<file path="src/rtl/spi_rx.sv">
// Mode-0 SPI peripheral receiver. SCK/CSN/SDI are oversampled in the clk_sys_i domain and
// deserialized MSB-first into a single-entry valid/ready holding register.
//
// state     | meaning
// ----------+-----------------------------------------------------------------
// WAIT_IDLE | after reset; ignore the bus until CSN is seen high
// IDLE      | CSN high, no frame in progress
// SHIFT     | CSN low, sampling SDI on each SCK rising edge
module spi_rx #(
   parameter int SYNC_STAGES = 2
) (
   input  logic       clk_sys_i,
   input  logic       rst_i,
   input  logic       spi_sck_i,
   input  logic       spi_csn_i,
   input  logic       spi_sd_i,
   output logic [7:0] rx_data_o,
   output logic       rx_first_o,
   output logic       rx_valid_o,
   input  logic       rx_ready_i,
   output logic       abort_o,
   output logic       overrun_o,
   input  logic       overrun_clr_i
);

   localparam int FW = $clog2(SYNC_STAGES + 2);
   localparam logic [FW-1:0] FLUSH_INIT = FW'(SYNC_STAGES + 1);

   typedef enum logic [1:0] {
      WAIT_IDLE = 2'd0,
      IDLE      = 2'd1,
      SHIFT     = 2'd2
   } state_t;

   logic [SYNC_STAGES-1:0] sck_sync_q, sck_sync_d;
   logic [SYNC_STAGES-1:0] csn_sync_q, csn_sync_d;
   logic [SYNC_STAGES-1:0] sdi_sync_q, sdi_sync_d;
   logic                   sck_s, csn_s, sdi_s;

   logic          sck_prev_q, sck_prev_d;
   logic          sample_q, sample_d;
   logic          sdi_smp_q, sdi_smp_d;
   logic          csn_p_q, csn_p_d;
   logic [FW-1:0] flush_q, flush_d;

   state_t     state_q, state_d;
   logic [7:0] shift_q, shift_d;
   logic [2:0] cnt_q, cnt_d;
   logic       first_q, first_d;

   logic [7:0] data_q, data_d;
   logic       rx_first_q, rx_first_d;
   logic       valid_q, valid_d;
   logic       abort_q, abort_d;
   logic       overrun_q, overrun_d;

   assign sck_s = sck_sync_q[SYNC_STAGES-1];
   assign csn_s = csn_sync_q[SYNC_STAGES-1];
   assign sdi_s = sdi_sync_q[SYNC_STAGES-1];

   always_comb begin
      sck_sync_d = {sck_sync_q[SYNC_STAGES-2:0], spi_sck_i};
      csn_sync_d = {csn_sync_q[SYNC_STAGES-2:0], spi_csn_i};
      sdi_sync_d = {sdi_sync_q[SYNC_STAGES-2:0], spi_sd_i};

      // The sample strobe, its SDI bit and CSN are registered together so the
      // FSM always sees a consistent snapshot of the bus.
      sck_prev_d = sck_s;
      sample_d   = sck_s & ~sck_prev_q & ~csn_s;
      sdi_smp_d  = sdi_s;
      csn_p_d    = csn_s;
      flush_d    = (flush_q != '0) ? flush_q - 1'b1 : flush_q;

      state_d    = state_q;
      shift_d    = shift_q;
      cnt_d      = cnt_q;
      first_d    = first_q;
      data_d     = data_q;
      rx_first_d = rx_first_q;
      valid_d    = valid_q;
      abort_d    = 1'b0;
      overrun_d  = overrun_q;

      if (valid_q && rx_ready_i) begin
         valid_d = 1'b0;
      end
      if (overrun_clr_i) begin
         overrun_d = 1'b0;
      end

      case (state_q)
         // The synchronizers reset to CSN high; wait until they hold real pin
         // samples so a frame already in progress is not mistaken for idle.
         WAIT_IDLE: begin
            if ((flush_q == '0) && csn_p_q) begin
               state_d = IDLE;
            end
         end
         IDLE: begin
            cnt_d = 3'd0;
            if (!csn_p_q) begin
               state_d = SHIFT;
               first_d = 1'b1;
            end
         end
         SHIFT: begin
            if (csn_p_q) begin
               state_d = IDLE;
               cnt_d   = 3'd0;
               abort_d = (cnt_q != 3'd0);
            end else if (sample_q) begin
               shift_d = {shift_q[6:0], sdi_smp_q};
               cnt_d   = cnt_q + 3'd1;
               if (cnt_q == 3'd7) begin
                  first_d = 1'b0;
                  if (!valid_q || rx_ready_i) begin
                     data_d     = {shift_q[6:0], sdi_smp_q};
                     rx_first_d = first_q;
                     valid_d    = 1'b1;
                  end else begin
                     overrun_d = 1'b1;
                  end
               end
            end
         end
         default: begin
            state_d = WAIT_IDLE;
         end
      endcase
   end

   always_ff @(posedge clk_sys_i) begin
      if (rst_i) begin
         sck_sync_q <= '0;
         csn_sync_q <= '1;
         sdi_sync_q <= '0;
         sck_prev_q <= 1'b0;
         sample_q   <= 1'b0;
         sdi_smp_q  <= 1'b0;
         csn_p_q    <= 1'b1;
         flush_q    <= FLUSH_INIT;
         state_q    <= WAIT_IDLE;
         shift_q    <= 8'h00;
         cnt_q      <= 3'd0;
         first_q    <= 1'b0;
         data_q     <= 8'h00;
         rx_first_q <= 1'b0;
         valid_q    <= 1'b0;
         abort_q    <= 1'b0;
         overrun_q  <= 1'b0;
      end else begin
         sck_sync_q <= sck_sync_d;
         csn_sync_q <= csn_sync_d;
         sdi_sync_q <= sdi_sync_d;
         sck_prev_q <= sck_prev_d;
         sample_q   <= sample_d;
         sdi_smp_q  <= sdi_smp_d;
         csn_p_q    <= csn_p_d;
         flush_q    <= flush_d;
         state_q    <= state_d;
         shift_q    <= shift_d;
         cnt_q      <= cnt_d;
         first_q    <= first_d;
         data_q     <= data_d;
         rx_first_q <= rx_first_d;
         valid_q    <= valid_d;
         abort_q    <= abort_d;
         overrun_q  <= overrun_d;
      end
   end

   assign rx_data_o  = data_q;
   assign rx_first_o = rx_first_q;
   assign rx_valid_o = valid_q;
   assign abort_o    = abort_q;
   assign overrun_o  = overrun_q;

endmodule

</file>
<file path="config.mk">
export PLATFORM = sky130hd
export DESIGN_NAME = spi_rx
export DESIGN_NICKNAME = d
export VERILOG_FILES = /design/src/rtl/spi_rx.sv
export SDC_FILE = /design/constraint.sdc
export NUM_CORES = 1
export LEC_CHECK = 0
export CORE_MARGIN = 4
export CORE_UTILIZATION = 24
export CTS_BUF_LIST = sky130_fd_sc_hd__clkbuf_2 sky130_fd_sc_hd__clkbuf_4 sky130_fd_sc_hd__clkbuf_8
export CTS_CLUSTER_DIAMETER = 60
export DETAILED_ROUTE_END_ITERATION = 7
export GPL_TIMING_DRIVEN = 1
export PLACE_DENSITY = 0.5
export SETUP_SLACK_MARGIN = 0.15
export SLEW_MARGIN = 5
export SYNTH_ARGS = -nofsm -noshare
export SYNTH_HDL_FRONTEND = slang
export SYNTH_SLANG_ARGS = --single-unit
</file>
<file path="constraint.sdc">
create_clock -name clk_sys_i -period 2.94 [get_ports clk_sys_i]
set_clock_uncertainty 0.2 [all_clocks]
set_input_delay 0.588 -clock clk_sys_i [delete_from_list [all_inputs] [get_ports clk_sys_i]]
set_output_delay 0.588 -clock clk_sys_i [all_outputs]
set_load 0.01 [all_outputs]
</file>
# == Yosys cells after proc, flatten, opt, wreduce, memory -nomap -nowiden ==
# Cells that the tools add are included.
# op_classes
bitwise_logic,6
reduce_logical,15
add_sub_neg,2
n_mux,24
eq_ne,10
# op_table
op,n
two-way mux 1 bit,16
"inequality test 2 bit, second input constant",6
AND reduction 5 bit,2
two-way mux 2 bit,3
two-way mux 3 bit,2
case mux 2 bit (3 select lines),1
case mux 3 bit (2 select lines),1
AND reduction 3 bit,2
zero test 2 bit,2
NOT 1 bit,4
nonzero test 2 bit,2
"adder 3 x 1 -> 3 bit, second input constant",1
"== test 3 bit, second input constant",1
"inequality test 3 bit, second input constant",1
nonzero test 3 bit,1
OR reduction 3 bit,1
bitwise AND 1 bit,2
"== test 2 x 1 -> 1 bit, second input constant",1
"== test 2 bit, second input constant",1
logical AND 1 bit,2
case mux 1 bit (2 select lines),1
AND reduction 2 bit,1
"subtractor 2 x 1 -> 2 bit, second input constant",1
zero test 1 bit,1
logical OR 1 bit,1
# totals
output_inout_bits,12
inputBits,7
elab_cells,74
register_bits,37

# == Logic depth before layout (Yosys ltp) ==
# Gate-level depths: netlist (run 1).
# depth
depth_word,7
mapped_depth,5
ltp_nobuf,4

# == Least setup slack after synthesis (run 1) ==
# No wires, ideal clock.
# synth_path
path_kind,input -> register
start,in rst_i
end,reg state_q[1]
required_ps,2625
n_path_buf,2
path_slack_ps,1403
t_arrival_ps,1222
setup_time_ps,115
cell_stages,4
path_cell_list,clkbuf_1 -> clkbuf_1 -> nor2_1 -> o21a_1
# synth_rtl
item,line_no,text
from (decl),13,"input logic rst_i,"
to (signal assigned),160,state_q <= state_d;
to (decl),46,"state_t state_q, state_d;"

# == Final worst setup path (run 1) ==
# layout_path
start,"reg overrun_q, in the netlist overrun_o"
end,out overrun_o
# layout_rtl
item,line_no,text
from (decl),55,"logic overrun_q, overrun_d;"
from (signal assigned),168,overrun_q <= overrun_d;
to (decl),22,"output logic overrun_o,"
# No word-level cell between the ends.

==> flow_summary.toml, run 1 <==
[floorplanning]
die_y_um = 85.53
core_area_sq_um = 5675
die_w_um = 85.53
dieArea_sq_um = 7315
io_pins = 19
core.rowCount = 27
start_util_pct = 25.42

[logic_synthesis]
synth_top_family_by_area = "simple AND/OR/NAND/NOR gates"
ys_seq_elements = 37
syn_area_sq_um = 1443
synthMuxAreaShare_pct = 7.719
synthAdderAreaFrac_pct = 3.469
yosysTopAreaCellShare_pct = 51.34
synth_xor_xnor_area_share_pct = 0.6071
synth-simple-area-share_pct = 24.98
synth_cells = 141
synth_largest_area_cell = "dfxtp_1"
synth_cell_types = 29
synth.yosys.warnings = 0
yosys-top-cells-area = "dfxtp_1 51%, mux2i_1 6.9%, nand2b_1 5.2%, or2b_1 4.7%, nand2_1 3.9%"
seq_area_frac_synth_pct = 51.34
synth_compound_area_share_pct = 7.025
syn_nets = 152
syn_avg_cell_area_sq_um = 10.23

[clock_network]
postCtsHoldBufs = 0
clk_latency_ns = 0.29
ctsResizeCount = 0
htreeDepth = 2
cts_sinks = 37
cts_made_buffers = 5
clockBufferDepth = 2
tritoncts = "done"
cts_root_buf = "clkbuf_8"
postCtsSetupRepairBufs = 0
path_clk_slew_ns = 0.07

[grt]
grt_pass1_wl_um = 4326
overflow = 0
track_usage_pct = 7.649
grt_max_degree = 33
antenna_found_initial = 0
grt_pass1_vias = 1014

[place]
gp_congestion = 0.7463
port_buffers = 18
pre_cts_ws_ns = 0.7058
dpl.hpwl_um = 1727
post_dp_cell_area_sq_um = 1677

[drt]
wire_per_inst_um = 10.35
totalWireLength_um = 2402
ant_nets = 0
remaining_drc_errors = 0
viasPerCell = 4.108
firstDrtPassIters = 4
drtIter0Drc = 31
vias = 953

[worst_hold_path]
hold_class = "reg -> reg"

[setup_path]
critPathLaunchType = "register"
crit_path_end_kind = "output port"
cp_slowest_stage_delay_ns = 0.55
worstPathRequired_ns = 2.15
worst_path_max_delay_cell = "clkdlybuf4s50_1"
path_cells = "clkdlybuf4s50_1"
cp_max_fo = 2
critPathArrivalTime_ns = 1.19
crit_family = "buffers and inverters"
criticalPathCategory = "reg -> out"
critPathBufInv = 1

[job]
cap_viol_max_count = 0

[sta]
fin_tns_setup_ns = 0
slew_headroom_pct = 71.98
setup_ws_ns = 0.9649
finalHoldWorstSlack_ns = 0.1935
slew_violations = 0
fin_crit_ns = 1.975
setup_viol = 0
hold_viol_final = 0
max_freq_mhz = 506.3
finalCritPeriodShare_pct = 67.18
rsz0062_at_grt = "false"
worst_pin_slew_ns = 0.4178

[pwr]
power-per-cell-area_nw_per_um2 = 527.4
ir_drop_uv = 167.1
p_leak_nw = 0.6216

[finish]
finalNetCount = 171
n_antenna_cell = 0
fin_area_sq_um = 1767
nFillCells = 582
syn_to_final_growth_pct = 22.46
final_core_util_pct = 31.13
drive_gt1_share_pct = 11.25

[run_status]
run_status = "completed"
## worst paths after layout
kind / slack (ns) / start / cells after the start / endpoint
setup / recovery: 0.96 / overrun_o / 1 / overrun_o
hold reg to reg: 0.19 / sck_prev_q / 1 / sample_q
hold / removal: 0.19 / sck_prev_q / 1 / sample_q
setup reg to reg: 1.33 / state_q[1] / 4 / rx_data_o[1]
## synth_stat cells
cell type  count
clkbuf_1       5
mux2i_1       10
and3_4         1
mux2_2         1
nor2b_1        7
buf_12         1
xor2_1         1
ha_1           4
buf_2          1
or2_1          1
o21a_1         1
nor2_1         2
a211oi_1       3
dfxtp_1       37
o32ai_1        1
nand4bb_1      1
buf_4          1
nor4bb_1       1
nand2b_1      12
nor3_1         1
nand2_1       15
a21oi_1        9
nand2b_2       1
a22o_1         2
or2_2          4
or2b_1         9
and2b_2        2
nor3b_1        2
inv_1          5
## area by class of cell
cell class / instances / area, sq um / area share (%)
clock buffers: 7 / 90.09 / 5.099
inverters: 5 / 18.77 / 1.062
multi-input cells: 91 / 631.9 / 35.76
flip-flops and latches: 37 / 740.7 / 41.93
well taps: 72 / 90.09 / 5.099
repair buffers: 20 / 195.2 / 11.05
## worst register-to-register path, delay by kind of cell, from the launching register on
family                 cells  cell delay (ns)
buffers and inverters      1             0.21
DFF                        1             0.40
muxes                      1             0.21
and+or+nand+nor            2             0.53
## sequential cells by signal, summed over array words and instances (netlist names)
signal / flops
shift_q: 7
rx_first_o: 1
state_q: 2
sck_sync_q: 2
sck_prev_q: 1
rx_data_o: 8
sample_q: 1
abort_o: 1
cnt_q: 3
csn_sync_q: 2
overrun_o: 1
sdi_smp_q: 1
first_q: 1
csn_p_q: 1
flush_q: 2
sdi_sync_q: 2
rx_valid_o: 1
## kinds of logic (layout without fill, tap and decap cells)
| family | after synthesis | after routing |
|---|---|---|
| mux | 11 | 11 |
| xor+xnor | 1 | 1 |
| flops | 37 | 37 |
| compound gates | 16 | 16 |
| simple gates | 59 | 59 |
| buf+inv | 13 | 32 |
| fa+ha+maj | 4 | 4 |
## placed cells by master, fill, tap and decap left out
cell type | Yosys | routed
dfxtp_1 | 37 | 37
clkdlybuf4s50_1 | 0 | 18
nand2_1 | 15 | 15
nand2b_1 | 12 | 12
mux2i_1 | 10 | 10
or2b_1 | 9 | 9
a21oi_1 | 9 | 9
nor2b_1 | 7 | 7
clkbuf_8 | 0 | 6
inv_1 | 5 | 5
or2_2 | 4 | 4
ha_1 | 4 | 4
a211oi_1 | 3 | 3
nor2_1 | 2 | 2
and2b_2 | 2 | 2
a22o_1 | 2 | 2
nor3b_1 | 2 | 2
buf_4 | 1 | 2
nor4bb_1 | 1 | 1
nand2b_2 | 1 | 1
and3_4 | 1 | 1
nor3_1 | 1 | 1
xor2_1 | 1 | 1
nand4bb_1 | 1 | 1
or2_1 | 1 | 1
mux2_2 | 1 | 1
o21a_1 | 1 | 1
o32ai_1 | 1 | 1
clkbuf_4 | 0 | 1
## where the power goes
part | switching, mW | internal (mW)
combinational | 0.0231 | 0.0282
clock | 0.165 | 0.195
sequential | 0.00618 | 0.514
total | 0.194 | 0.737
## stage by stage
stage / instances / power [mW]
after floorplan: 141 / 0.5676
after global placement: 225 / 0.5799
after detailed placement: 225 / 0.5839
after CTS: 232 / 0.9471
after global routing: 232 / 0.9747
final: 232 / 0.9318
## routing by layer
metal / wire length, um / GRT usage (%)
met1: 1053 / 7.886
met2: 1123 / 12.36
met3: 160 / 3.842
met4: 64 / 4.748
met5: 0 / 0
Power figures use the tool's default switching activity.
==> run 2: changes to the inputs <==
PLACE_DENSITY = 0.52   (was 0.5)
clock period = 1.7 ns   (was 2.94 ns; I/O delays follow)
==> flow_summary.toml, run 2 (synthesis results as in run 1) <==
[place]
port_buffers = 18
dpl.hpwl_um = 1683
pre_cts_ws_ns = -0.02482
gp_congestion = 0.7338

[clock_network]
cts_root_buf = "clkbuf_8"
path_clk_slew_ns = 0.07
clk_latency_ns = 0.28
cts_made_buffers = 5
clockBufferDepth = 2
tritoncts = "done"
htreeDepth = 2
cts_sinks = 37

[run_status]
run_status = "completed"

[floorplanning]
start_util_pct = 25.42
die_y_um = 85.53
core_area_sq_um = 5675
die_w_um = 85.53
dieArea_sq_um = 7315
io_pins = 19
core.rowCount = 27

[drt]
firstDrtPassIters = 4
vias = 973
ant_nets = 0
remaining_drc_errors = 0
viasPerCell = 3.971
wire_per_inst_um = 10.01
drtIter0Drc = 10
totalWireLength_um = 2452

[setup_path]
worstPathRequired_ns = 1.71
critPathArrivalTime_ns = 1.53
crit_path_end_kind = "register"
cp_max_fo = 5
cp_slowest_stage_delay_ns = 0.37
crit_family = "simple AND/OR/NAND/NOR gates"
worst_path_max_delay_cell = "nor4bb_4"
critPathBufInv = 0
criticalPathCategory = "reg -> reg"
critPathLaunchType = "register"
path_cells = "nor4bb_4, and3_2, mux2i_1"

[pwr]
p_leak_nw = 0.7516
power_mw = 1.658
ir_drop_uv = 416.4
power-per-cell-area_nw_per_um2 = 874.7

[job]
cap_viol_max_count = 0

[sta]
slew_violations = 0
setup_viol = 0
hold_viol_final = 0
rsz0062_at_grt = "true"
finalHoldWorstSlack_ns = 0.2052
worst_pin_slew_ns = 0.3078
max_freq_mhz = 658.8
fin_crit_ns = 1.518
finalCritPeriodShare_pct = 89.29
slew_headroom_pct = 79.45
setup_ws_ns = 0.1821

[grt]
grt_pass1_wl_um = 4002
grt_pass1_vias = 912
overflow = 0
antenna_found_initial = 0
track_usage_pct = 6.982
grt_max_degree = 21

[finish]
layout_common_cells = "36 x dfxtp_1, 15 x nand2_1, 12 x nand2b_1, 12 x dlygate4sd2_1, 11 x buf_4"
syn_to_final_growth_pct = 31.40
largest_reg_flops = 8
finalNetCount = 183
n_antenna_cell = 0
drive_gt1_share_pct = 19.65
final_common_cell = "dfxtp_1"

[worst_hold_path]
hold_class = "reg -> reg"
## run 2: worst register-to-register path, delay by kind of cell, from the launching register on
family           cells  cell delay [ns]
flip-flops           1             0.36
AND/OR/NAND/NOR      2             0.70
multiplexers         1             0.20
## run 2: what timing repair did
action,in CTS,in global routing
cloned,0,1
resized for setup,13,5
buffers inserted,0,3
pin swaps,1,2
setup endpoints to repair,22,10
hold buffers,0,0
## run 2: layout make-up
type,instances,area (sq um)
Sequential cell,37,744.5
Multi-Input combinational cell,92,661.9
Tap cell,72,90.09
Inverter,5,18.77
Timing Repair Buffer,31,279.0
Clock inverter,1,5.005
Fill cell,620,3780
Clock buffer,7,96.34
## run 2: through the flow
step	cell area, sq um	TNS (ns)	util (%)	instances
floorplan	1443	0	-	141
global placement	1737	0	30.60	233
detailed placement	1737	-0.05415	30.60	233
CTS	1829	0	32.23	241
global route	1896	0	33.40	245
finish	1896	0	33.40	245
## run 2: path summary, 6_finish.rpt
| check | from | to | slack, ns | depth (start not counted) |
|---|---|---|---|---|
| worst max register to register | state_q[1] | rx_data_o[0] | 0.18 | 3 |
| worst min register to register | sck_prev_q | sample_q | 0.21 | 1 |
| worst max-delay path | state_q[1] | rx_data_o[0] | 0.18 | 3 |
| worst min-delay path | sck_prev_q | sample_q | 0.21 | 1 |
## run 2: where the power goes
part	total, mW	switching [mW]	internal [mW]
Clock	0.657	0.291	0.366
Combinational	0.103	0.0434	0.0601
Sequential	0.897	0.00977	0.887
Total	1.66	0.344	1.31
## run 2: routing by layer
| layer | vias to the layer above | part of all wire [%] | GRT usage [%] | wire length, um |
|---|---|---|---|---|
| li1 | 522 | - | - | - |
| met1 | 430 | 50 | 8.847 | 1225 |
| met2 | 17 | 43 | 10.03 | 1043 |
| met3 | 4 | 5.5 | 2.786 | 135 |
| met4 | 0 | 2.0 | 3.885 | 48 |
| met5 | - | 0 | 0 | 0 |
==> run 3: changes to the inputs <==
CORE_MARGIN = 2   (was 4)
==> flow_summary.toml, run 3 (synthesis results as in run 1) <==
[drt]
remaining_drc_errors = 0
ant_nets = 0
totalWireLength_um = 2608
routed-wl-met2_um = 1108
wl_met3_um = 126
vias = 976
wire_per_inst_um = 10.56
top_layer = "met4"
drtIter0Drc = 40
met1Wirelength_um = 1342
firstDrtPassIters = 4
viasPerCell = 3.951

[setup_path]
worstPathRequired_ns = 1.71
cp_max_fo = 5
critPathArrivalTime_ns = 1.56
reg2reg_depth = 4
cp_slowest_stage_delay_ns = 0.37
worst_path_max_delay_cell = "dfxtp_4"
critPathLaunchType = "register"
criticalPathCategory = "reg -> reg"
crit_path_end_kind = "register"
path_cells = "nor4bb_4, buf_4, and3_4, mux2i_1"

[sta]
max_freq_mhz = 645.5
hold_viol_final = 0
worst_pin_slew_ns = 0.2044
slew_headroom_pct = 86.32
fin_tns_setup_ns = 0
slew_violations = 0
fin_crit_ns = 1.549
finalCritPeriodShare_pct = 91.12
rsz0062_at_grt = "true"
setup_ws_ns = 0.1509
setup_viol = 0

[pwr]
ir_drop_uv = 428.0
power-per-cell-area_nw_per_um2 = 882.9
p_leak_nw = 0.7400

[place]
post_dp_cell_area_sq_um = 1725
dpl.hpwl_um = 1736
port_buffers = 18
place_inst = 234
pre_cts_ws_ns = -0.05683
gp_congestion = 0.7080

[floorplanning]
start_util_pct = 24.66
die_w_um = 81.53
core_area_sq_um = 5851
io_pins = 19
die_y_um = 81.53
core.rowCount = 28
dieArea_sq_um = 6647

[finish]
final_common_cell = "dfxtp_1"
ff_latch_area_sq_um = 745.7
nFillCells = 621
layout_common_cells = "35 x dfxtp_1, 15 x nand2_1, 12 x nand2b_1, 12 x dlygate4sd2_1"
finalNetCount = 182
fin_area_sq_um = 1877
multi_input_area_sq_um = 660.6
largest_reg_flops = 8
drive_gt1_share_pct = 19.77
syn_to_final_growth_pct = 30.10
n_antenna_cell = 0
fin_cells = 247

[clock_network]
cts_made_buffers = 5
path_clk_slew_ns = 0.07
cts_root_buf = "clkbuf_8"
tritoncts = "done"
clk_latency_ns = 0.28
htreeDepth = 2
cts_sinks = 37
clockBufferDepth = 2

[worst_hold_path]
hold_depth = 1
hold_class = "reg -> reg"

[grt]
antenna_found_initial = 0
grt_pass1_vias = 951
track_usage_pct = 8.822
grt_max_degree = 24
overflow = 0
grt_pass1_wl_um = 4319

[job]
cap_viol_max_count = 0

[run_status]
run_status = "completed"
[run 3: final timing paths]
check | startpoint | to | slack (ns)
worst max-delay path | state_q[1] | rx_first_o | 0.15
worst min-delay path | sck_prev_q | sample_q | 0.20
worst max register to register | state_q[1] | rx_first_o | 0.15
worst min register to register | sck_prev_q | sample_q | 0.20
[run 3: cell type report]
type / instances / share of cell area, %
flip-flops and latches: 37 / 39.73
repair buffers: 30 / 13.67
clock inverters: 1 / 0.2667
clock buffers: 7 / 5.133
multi-input cells: 92 / 35.20
inverters: 5 / 1.000
well taps: 75 / 5.000
[run 3: critical path, delay by kind of cell, from the launching register on]
| family | cells | cell delay, ns |
|---|---|---|
| AND/OR/NAND/NOR | 2 | 0.53 |
| flip-flops | 1 | 0.37 |
| multiplexers | 1 | 0.20 |
| buffers and inverters | 1 | 0.18 |
[run 3: power breakdown]
group | total, mW | internal (mW) | switching, mW
logic | 0.100 | 0.0570 | 0.0431
clock network | 0.658 | 0.366 | 0.292
registers | 0.899 | 0.888 | 0.0110
total | 1.66 | 1.31 | 0.346
[run 3: metal layers]
| layer | GRT usage, % | vias to the layer above |
|---|---|---|
| met2 | 12.87 | 17 |
| met1 | 11.21 | 438 |
| li1 | - | 519 |
| met5 | 0 | - |
| met4 | 4.576 | 0 |
| met3 | 3.407 | 2 |
[run 3: through the flow]
stage          power (mW)  util, %  hold slack, ns
6_report            1.657    32.08          0.2039
5_1_grt             1.741    32.08          0.2159
4_1_cts             1.687    31.35          0.2068
3_5_place_dp        1.018    29.49          0.1840
3_3_place_gp        1.017    29.49          0.1872
2_1_floorplan      0.9815        -          0.1726
[run 3: what timing repair did]
item / CTS / global route
pin swaps: 1 / 2
hold buffers: 0 / 0
gates cloned: 1 / 1
resized for setup: 14 / 6
buffers inserted: 0 / 3
setup endpoints to repair: 23 / 16
